<file path="config.mk">
export PLATFORM = sky130hd
export DESIGN_NAME = sa_opnd_skew_feeder
export DESIGN_NICKNAME = d
export VERILOG_FILES = /design/src/rtl/sa_opnd_skew_feeder_pkg.sv /design/src/rtl/sa_lane_delay.sv /design/src/rtl/sa_opnd_skew_feeder.sv
export SDC_FILE = /design/constraint.sdc
export NUM_CORES = 1
export LEC_CHECK = 0
export CORE_MARGIN = 4
export CORE_UTILIZATION = 33
export DETAILED_ROUTE_END_ITERATION = 16
export DONT_BUFFER_PORTS = 1
export PLACE_DENSITY = 0.51
export SETUP_SLACK_MARGIN = 0.15
export SLEW_MARGIN = 5
export SYNTH_ARGS = -nofsm -noshare
export SYNTH_HDL_FRONTEND = slang
export SYNTH_HIERARCHICAL = 1
export SYNTH_SLANG_ARGS = --single-unit
</file>
<file path="constraint.sdc">
create_clock -name CLK -period 2.33 [get_ports CLK]
set_input_delay 0.3495 -clock CLK [delete_from_list [all_inputs] [get_ports CLK]]
set_output_delay 0.3495 -clock CLK [all_outputs]
set_load 0.01 [all_outputs]
</file>
<file path="src/rtl/sa_opnd_skew_feeder_pkg.sv">
// Shared geometry and FSM encoding for the systolic-array operand skew feeder.
// Defaults match the PE array edge this block drives.
package sa_opnd_skew_feeder_pkg;

  localparam int SA_OPND_BWIDTH     = 8;
  localparam int SA_NUM_LANES       = 4;
  localparam int SA_NUM_LANES_LOG2  = 2;
  localparam int SA_MAX_K_SIZE_LOG2 = 9;

  typedef enum logic [1:0] {
    ST_IDLE  = 2'd0,
    ST_FEED  = 2'd1,
    ST_FLUSH = 2'd2,
    ST_DONE  = 2'd3
  } state_e;

endpackage

</file>
<file path="src/rtl/sa_lane_delay.sv">
// Enable-gated shift register with a valid bit; one instance per skew lane.
// Data is forced to zero on the output whenever the valid bit is low.
module sa_lane_delay #(
  parameter int WIDTH = 8,
  parameter int DEPTH = 1
) (
  input  logic             clk,
  input  logic             rst,
  input  logic             en,
  input  logic             in_valid,
  input  logic [WIDTH-1:0] in_data,
  output logic             out_valid,
  output logic [WIDTH-1:0] out_data
);

  logic [DEPTH-1:0]            vld_q, vld_d, vld_nx;
  logic [DEPTH-1:0][WIDTH-1:0] dat_q, dat_d, dat_nx;

  if (DEPTH == 1) begin : g_one
    assign vld_nx = in_valid;
    assign dat_nx = in_data;
  end else begin : g_many
    assign vld_nx = {vld_q[DEPTH-2:0], in_valid};
    assign dat_nx = {dat_q[DEPTH-2:0], in_data};
  end

  always_comb begin
    vld_d = vld_q;
    dat_d = dat_q;
    if (en) begin
      vld_d = vld_nx;
      dat_d = dat_nx;
    end
  end

  always_ff @(posedge clk or posedge rst) begin
    if (rst) begin
      vld_q <= '0;
      dat_q <= '0;
    end else begin
      vld_q <= vld_d;
      dat_q <= dat_d;
    end
  end

  assign out_valid = vld_q[DEPTH-1];
  assign out_data  = vld_q[DEPTH-1] ? dat_q[DEPTH-1] : '0;

endmodule

</file>
<file path="src/rtl/sa_opnd_skew_feeder.sv">
// Operand skew stage: lane i delayed by 1+i cycles to form the array wavefront.
// Counts K vectors per tile, drains the skew pipe, tags the last element, pulses DONE.
module sa_opnd_skew_feeder
  import sa_opnd_skew_feeder_pkg::*;
#(
  parameter int OPND_BWIDTH     = SA_OPND_BWIDTH,
  parameter int NUM_LANES       = SA_NUM_LANES,
  parameter int NUM_LANES_LOG2  = SA_NUM_LANES_LOG2,
  parameter int MAX_K_SIZE_LOG2 = SA_MAX_K_SIZE_LOG2
) (
  input  logic                           CLK,
  input  logic                           RST,
  input  logic                           START,
  input  logic                           STALL,
  input  logic [MAX_K_SIZE_LOG2-1:0]     K_SIZE_in,
  input  logic                           VEC_VALID_in,
  output logic                           VEC_READY_out,
  input  logic [NUM_LANES*OPND_BWIDTH-1:0] VEC_DATA_in,
  output logic [NUM_LANES-1:0]           SKEW_VALID_out,
  output logic [NUM_LANES*OPND_BWIDTH-1:0] SKEW_DATA_out,
  output logic                           TILE_LAST_out,
  output logic                           BUSY_out,
  output logic                           DONE_out
);

  localparam int CW = MAX_K_SIZE_LOG2 + 1;
  localparam int FW = NUM_LANES_LOG2;

  state_e                     state_q, state_d;
  logic [MAX_K_SIZE_LOG2-1:0] k_q, k_d;
  logic [CW-1:0]              vec_cnt_q, vec_cnt_d;
  logic [FW-1:0]              flush_cnt_q, flush_cnt_d;
  logic                       en, xfer, last_vec;

  assign en            = ~STALL;
  assign VEC_READY_out = (state_q == ST_FEED) & en;
  assign xfer          = VEC_VALID_in & VEC_READY_out;
  assign last_vec      = vec_cnt_q == (CW'(k_q) - CW'(1));
  assign BUSY_out      = state_q != ST_IDLE;
  // Held in DONE while stalled; the pulse fires once STALL drops.
  assign DONE_out      = (state_q == ST_DONE) & en;

  always_comb begin
    state_d     = state_q;
    k_d         = k_q;
    vec_cnt_d   = vec_cnt_q;
    flush_cnt_d = flush_cnt_q;
    if (en) begin
      unique case (state_q)
        ST_IDLE: begin
          if (START) begin
            k_d       = K_SIZE_in;
            vec_cnt_d = '0;
            state_d   = (K_SIZE_in == '0) ? ST_DONE : ST_FEED;
          end
        end
        ST_FEED: begin
          if (xfer) begin
            vec_cnt_d = vec_cnt_q + CW'(1);
            if (last_vec) begin
              state_d     = ST_FLUSH;
              flush_cnt_d = '0;
            end
          end
        end
        ST_FLUSH: begin
          if (flush_cnt_q == FW'(NUM_LANES - 1)) begin
            state_d = ST_DONE;
          end else begin
            flush_cnt_d = flush_cnt_q + FW'(1);
          end
        end
        ST_DONE: state_d = ST_IDLE;
        default: state_d = ST_IDLE;
      endcase
    end
  end

  always_ff @(posedge CLK or posedge RST) begin
    if (RST) begin
      state_q     <= ST_IDLE;
      k_q         <= '0;
      vec_cnt_q   <= '0;
      flush_cnt_q <= '0;
    end else begin
      state_q     <= state_d;
      k_q         <= k_d;
      vec_cnt_q   <= vec_cnt_d;
      flush_cnt_q <= flush_cnt_d;
    end
  end

  for (genvar i = 0; i < NUM_LANES; i++) begin : g_lane
    logic [OPND_BWIDTH-1:0] in_d;
    assign in_d = xfer ? VEC_DATA_in[i*OPND_BWIDTH +: OPND_BWIDTH] : '0;
    if (i == NUM_LANES - 1) begin : g_tag
      // The deepest lane carries the last-element flag alongside its data.
      logic [OPND_BWIDTH:0] out_w;
      sa_lane_delay #(
        .WIDTH (OPND_BWIDTH + 1),
        .DEPTH (i + 1)
      ) u_dly (
        .clk       (CLK),
        .rst       (RST),
        .en        (en),
        .in_valid  (xfer),
        .in_data   ({xfer & last_vec, in_d}),
        .out_valid (SKEW_VALID_out[i]),
        .out_data  (out_w)
      );
      assign SKEW_DATA_out[i*OPND_BWIDTH +: OPND_BWIDTH] = out_w[OPND_BWIDTH-1:0];
      assign TILE_LAST_out = out_w[OPND_BWIDTH];
    end else begin : g_plain
      sa_lane_delay #(
        .WIDTH (OPND_BWIDTH),
        .DEPTH (i + 1)
      ) u_dly (
        .clk       (CLK),
        .rst       (RST),
        .en        (en),
        .in_valid  (xfer),
        .in_data   (in_d),
        .out_valid (SKEW_VALID_out[i]),
        .out_data  (SKEW_DATA_out[i*OPND_BWIDTH +: OPND_BWIDTH])
      );
    end
  end

endmodule

</file>
== After elaboration in Yosys (flattened, before gate mapping) ==
Index checks and enable logic that the tools add are counted.

* Register bits after elaboration: 117
* Output and inout port bits: 40
* Word-level logic and storage cells: 66

* Add/sub/neg operators: 3
* Reductions and logical operators: 9
* Muxes and demuxes: 21
* Bitwise gates (word level): 5
* Eq/ne operators: 10

{| class="wikitable"
|+ Operators by type and width
! cell !! count
|-
| 2-to-1 mux 8 bit || 7
|-
| 2-to-1 mux 10 bit || 2
|-
| case mux 10 bit (2 select lines) || 1
|-
| 2-to-1 mux 2 bit || 8
|-
| adder 10 x 1 -> 10 bit (second input constant) || 1
|-
| equality test 10 bit || 1
|-
| AND reduction 5 bit || 2
|-
| subtractor 9 x 1 -> 10 bit (second input constant) || 1
|-
| zero test 9 bit || 1
|-
| 2-to-1 mux 9 bit || 1
|-
| inequality test 2 bit (second input constant) || 4
|-
| case mux 2 bit (4 select lines) || 1
|-
| equality test 2 bit (second input constant) || 3
|-
| nonzero test 2 bit || 3
|-
| bitwise AND 1 bit || 4
|-
| case mux 2 bit (2 select lines) || 1
|-
| AND reduction 4 bit || 1
|-
| AND reduction 3 bit || 1
|-
| adder 2 x 1 -> 2 bit (second input constant) || 1
|-
| equality test 2 x 1 -> 1 bit (second input constant) || 1
|-
| zero test 2 bit || 1
|-
| inequality test 2 x 1 -> 1 bit (second input constant) || 1
|-
| inverter 1 bit || 1
|}

== Depth between registers and ports, before layout ==
* Depth after elaboration: 5
* Depth in mapped cells: 9
* Gate-level depth less buffers: 8

== Hierarchy ==
The synthesis kept the hierarchy.

{| class="wikitable"
|+ Modules (own cells, without submodules)
! module !! cells each !! area an instance (um^2) !! times used
|-
| sa_opnd_skew_feeder || 207 || 1,826.8 || 1
|-
| sa_lane_delay at g_lane[3].g_tag.u_dly || 94 || 1,556.5 || 1
|-
| sa_lane_delay at g_lane[2].g_plain.u_dly || 66 || 1,159.9 || 1
|-
| sa_lane_delay at g_lane[1].g_plain.u_dly || 47 || 775.7 || 1
|-
| sa_lane_delay at g_lane[0].g_plain.u_dly || 28 || 425.4 || 1
|}

== Worst setup path after synthesis ==
No wires, ideal clock.

* Path type: reg-to-reg
* From: register state_q[1]
* To: register flush_cnt_q[0]
* Data required time: 2.205 ns
* Arrival: 1.991 ns
* Cell stages (with the launch flop): 10
* Library setup time: 0.125 ns
* Setup slack: 0.214 ns
* Buffers on the path: 1
* Clock period less this slack: 2.116 ns
* Path through: dfrtp_1 -> inv_1 -> ha_1 -> and3b_1 -> clkbuf_1 -> nand3_1 -> nor4b_2 -> and3_1 -> a22oi_2 -> mux2_4

* Longest elaborated chain between the ends: 5
* Elaborated cells between the ends (all ways): 10
* Classes of those cells: eq/ne (5); mux (1); bitwise (2); reduce/logical (2)

{| class="wikitable"
|+ Ends and longest elaborated chain
! item !! line !! source
|-
| start: declaration || sa_opnd_skew_feeder.sv:29 || <nowiki>state_e state_q, state_d;</nowiki>
|-
| start signal: assignment || sa_opnd_skew_feeder.sv:86 || <nowiki>state_q <= state_d;</nowiki>
|-
| equality test 2 x 1 -> 1 bit || sa_opnd_skew_feeder.sv:36, sa_opnd_skew_feeder.sv:49 ||
|-
| bitwise AND 1 bit || sa_opnd_skew_feeder.sv:36 || <nowiki>assign VEC_READY_out = (state_q == ST_FEED) & en;</nowiki>
|-
| bitwise AND 1 bit || sa_opnd_skew_feeder.sv:37 || <nowiki>assign xfer = VEC_VALID_in & VEC_READY_out;</nowiki>
|-
| inequality test 2 x 1 -> 1 bit (no line) || n/a ||
|-
| AND reduction 5 bit (no line) || n/a ||
|-
| end signal: assignment || sa_opnd_skew_feeder.sv:89 || <nowiki>flush_cnt_q <= flush_cnt_d;</nowiki>
|-
| end: declaration || sa_opnd_skew_feeder.sv:32 || <nowiki>logic [FW-1:0] flush_cnt_q, flush_cnt_d;</nowiki>
|}

Several ways; a longest one is shown, not always the timed one.
A chain may end at the register's enable or synchronous reset.

== Worst setup path after layout ==
* From: register k_q[2]
* To: register flush_cnt_q[0]

* Longest elaborated chain between the ends: 4

{| class="wikitable"
|+ Ends and longest elaborated chain
! item !! line !! source
|-
| start: declaration || sa_opnd_skew_feeder.sv:30 || <nowiki>logic [MAX_K_SIZE_LOG2-1:0] k_q, k_d;</nowiki>
|-
| start signal: assignment || sa_opnd_skew_feeder.sv:87 || <nowiki>k_q <= k_d;</nowiki>
|-
| subtractor 9 x 1 -> 10 bit || sa_opnd_skew_feeder.sv:38 || <nowiki>assign last_vec = vec_cnt_q == (CW'(k_q) - CW'(1));</nowiki>
|-
| equality test 10 bit || sa_opnd_skew_feeder.sv:38 ||
|-
| inequality test 2 bit (no line) || n/a ||
|-
| AND reduction 5 bit (no line) || n/a ||
|}

Every way passes these cells.

==> out/qor.csv <==
metric;value;unit
number of instances in the placed design;648;
maximum VDD drop;0.520;mV
DRC violation count after routing;0;
share of synthesized area spent on multiplexers;24.1;%
worst slew margin relative to its limit;41.3;%
Tmin final;2.15;ns
compound-gate portion of the synthesized area;2.33;%
number of max-cap violations;0;
final setup violation count;0;
CP Data Required Time;2.62;ns
most used flip-flop cell after synthesis;sky130_fd_sc_hd__dfrtp_1;
I/O pin total;86;
total negative slack for setup checks;0;ns
Synthesized Nets;495;
Die Span Y;140;um
DP HPWL;7240;um
final wirelength;11200;um
area of the placeable core;16800;sq um
final cell count without fillers;683;
main combinational cell family by area after synthesis;multiplexers;
uppermost routed layer;met4;
first-pass GRT wire length;18600;um
crit path launch;k_q[2];
most common cell after layout, fill and taps aside;sky130_fd_sc_hd__dfrtp_1;
initial standard-cell utilization of the core;34.2;%
floorplan die area;19600;sq um
Port Buffer Count;0;
detail-routed net length per standard cell;16.4;um
Num Clock Sinks;117;
Avg Inst Size Synth;13.0;sq um
post-synthesis async set-or-reset flop share;100;%
launching point of the worst reg2reg path;k_q[2];
largest net degree at the start of global routing;69;
CTS Root Cell;sky130_fd_sc_hd__clkbuf_16;
unique cell type count in the Yosys netlist;45;
clock-pin slew on the worst setup and hold paths;0.05;ns
routability-driven placement congestion ratio;0.821;
die extent in x;140;um
routed length on met2;5150;um
register area share after synthesis;51.0;%
leak pwr;3.18;nW
leading cell types in the layout, fill and taps excluded;116 x sky130_fd_sc_hd__dfrtp_1, 67 x sky130_fd_sc_hd__and2_1, 66 x sky130_fd_sc_hd__mux2_2;
cell depth of the worst flop-to-flop path;6;
synthesized-area fraction occupied by adder cells;1.52;%
Final Hold Fails;0;
final global-route overflow total;0;
standard-cell rows;47;
reg2reg end;flush_cnt_q[0];
Met1 Routed Length;5330;um
area added between synthesis and finish;15.4;%
sort of element at the start of the critical path;flip-flop;
ratio of cells with drive above 1 in the final layout;36.4;%
post-synthesis register bit count;117;
clock buffers created by TritonCTS;17;
layout net count;502;
maximum frequency from static timing analysis;465;MHz
power density over cell area;1030;nW/um^2
endpoint of the most critical setup path;flush_cnt_q[0];
CTS tree;yes;
Syn. warnings;6;
CTS H-tree depth;4;
count of flip-flops with a built-in enable after synthesis;0;
worst setup slack for register-to-register paths;0.18;ns
run status;finished, final reports clean;
clock network latency to the later pin of the worst-skew pair;0.41;ns
maximum root-to-sink buffer count;2;
number of vias in the routed layout;3313;
Worst setup EP type;flip-flop;
unrepaired setup endpoints after global routing;false;
data arrival at the endpoint of the critical path;2.44;ns
antenna violations before repair;1;
Tcrit/Tclk final;92.2;%
slew at the pin with the worst max-slew slack;0.880;ns
mapped cell area;5740;sq um
number of instances in the synthesized netlist;442;
via count of the first global-routing pass;3578;
Worst Path Max Fanout;7;
post-synthesis simple-gate area fraction;14.9;%
Final Slew Violations;0;
worst hold path class;input pin to asynchronous set/reset pin;
total routing usage reported by global routing;11.9;%
starting DRC count in detailed routing;204;
DRT antenna net count;0;
xor-xnor portion of the synthesized cell area;1.98;%
via/cell ratio;4.85;
critical setup path kind;flip-flop to flip-flop;
met3 routed wirelength;559;um
count of TritonRoute iterations in the first routing pass;4;
Post-Route Skew;0.00574;ns
==> cells by family (layout without fill, tap and decap cells) <==
group,after synthesis,after routing
xor+xnor,13,13
mux,110,110
simple gates,141,141
fa+ha+maj,7,7
buf+inv,35,55
compound gates,19,19
flops,117,117
other cells,0,1
==> flip-flops by register name, indices dropped and copies added (netlist names) <==
name,cells
g_lane.g_plain.u_dly/vld_q,5
state_q,2
flush_cnt_q,2
vec_cnt_q,10
g_lane.g_tag.u_dly/dat_q,9
g_lane.g_tag.u_dly/vld_q,4
g_lane.g_plain.u_dly/out_valid,1
k_q,9
g_lane.g_plain.u_dly/dat_nx,24
g_lane.g_tag.u_dly/dat_nx,27
g_lane.g_plain.u_dly/dat_q,24
==> synthesized netlist by cell type, drive strengths merged, types with 2 or more instances <==
library cell | instances | area share, %
dfrtp | 117 | 51
mux2 | 106 | 23
and2 | 67 | 7.3
nor2 | 18 | 1.2
inv | 15 | 0.98
buf | 13 | 2.8
nand2 | 10 | 0.65
clkbuf | 7 | 0.48
ha | 7 | 1.5
xor2 | 7 | 1.1
a21oi | 6 | 0.59
nand4 | 6 | 0.65
nor4 | 6 | 0.87
xnor2 | 6 | 0.91
nand2b | 5 | 0.54
nand3 | 5 | 0.44
mux2i | 4 | 0.70
nor3 | 4 | 0.35
o21ai | 4 | 0.35
and3 | 3 | 0.33
a31oi | 2 | 0.22
and4 | 2 | 0.31
nand3b | 2 | 0.26
nor2b | 2 | 0.22
nor3b | 2 | 0.35
nor4b | 2 | 0.52
or2 | 2 | 0.22
or3 | 2 | 0.22
==> how the worst min path moves through the flow <==
stage                                                    end  slack (ns)    startpoint
after detailed placement  g_lane[2].g_plain.u_dly/dat_nx[20]        0.18           RST
after global routing                                  k_q[6]        0.06  K_SIZE_in[6]
after floorplan             g_lane[0].g_plain.u_dly/dat_q[0]        0.18           RST
after CTS                                       vec_cnt_q[8]        0.05           RST
final                                           vec_cnt_q[8]        0.02           RST
after global placement    g_lane[2].g_plain.u_dly/dat_nx[12]        0.18           RST
==> report_power, final <==
part           switching, mW  internal [mW]  total (mW)
Combinational          0.660          0.690        1.35
Sequential             0.340           2.33        2.67
Clock                  0.922           1.87        2.79
==> through the flow <==
step                area, sq um  total power [mW]  hold WS, ns  setup WS, ns  utilization, %
floorplan                  5740              3.69        0.177         0.214               -
global placement           5890              3.90        0.176         0.206            35.0
detailed placement         5890              3.95        0.176         0.163            35.0
CTS                        6540              6.81       0.0483         0.157            38.9
global route               6630              7.20       0.0644         0.111            39.4
finish                     6630              6.82       0.0209         0.181            39.4
==> routing by layer <==
metal / up-vias / global-route usage, %
li1: 1534 / -
met1: 1693 / 15.9
met2: 73 / 17.7
met3: 13 / 4.40
met4: 0 / 4.64
met5: - / 0
==> what timing repair did <==
item,CTS,global route
resized for setup,0,15
endpoints found under the hold margin,73,0
hold buffers,1,0
endpoints found under the setup margin,0,7
buffers inserted,0,1
==> final cells by class <==
cell class | count | area, sq um
fill | 1635 | 10200
sequential | 117 | 2930
multi-input combinational | 290 | 2650
clock buffer | 20 | 467
tap | 220 | 275
clock inverter | 12 | 175
timing repair buffer | 8 | 75.1
inverter | 15 | 58.8
antenna | 1 | 2.50
==> critical path, stage by stage (launching register included) <==
cell                      delay (ns)
sky130_fd_sc_hd__dfrtp_2        0.44
sky130_fd_sc_hd__or3_4          0.46
sky130_fd_sc_hd__nor4_1         0.44
sky130_fd_sc_hd__nor4_2         0.10
sky130_fd_sc_hd__a21oi_2        0.18
sky130_fd_sc_hd__a22oi_2        0.11
sky130_fd_sc_hd__mux2_4         0.30
(Power assumes the default switching activity.)
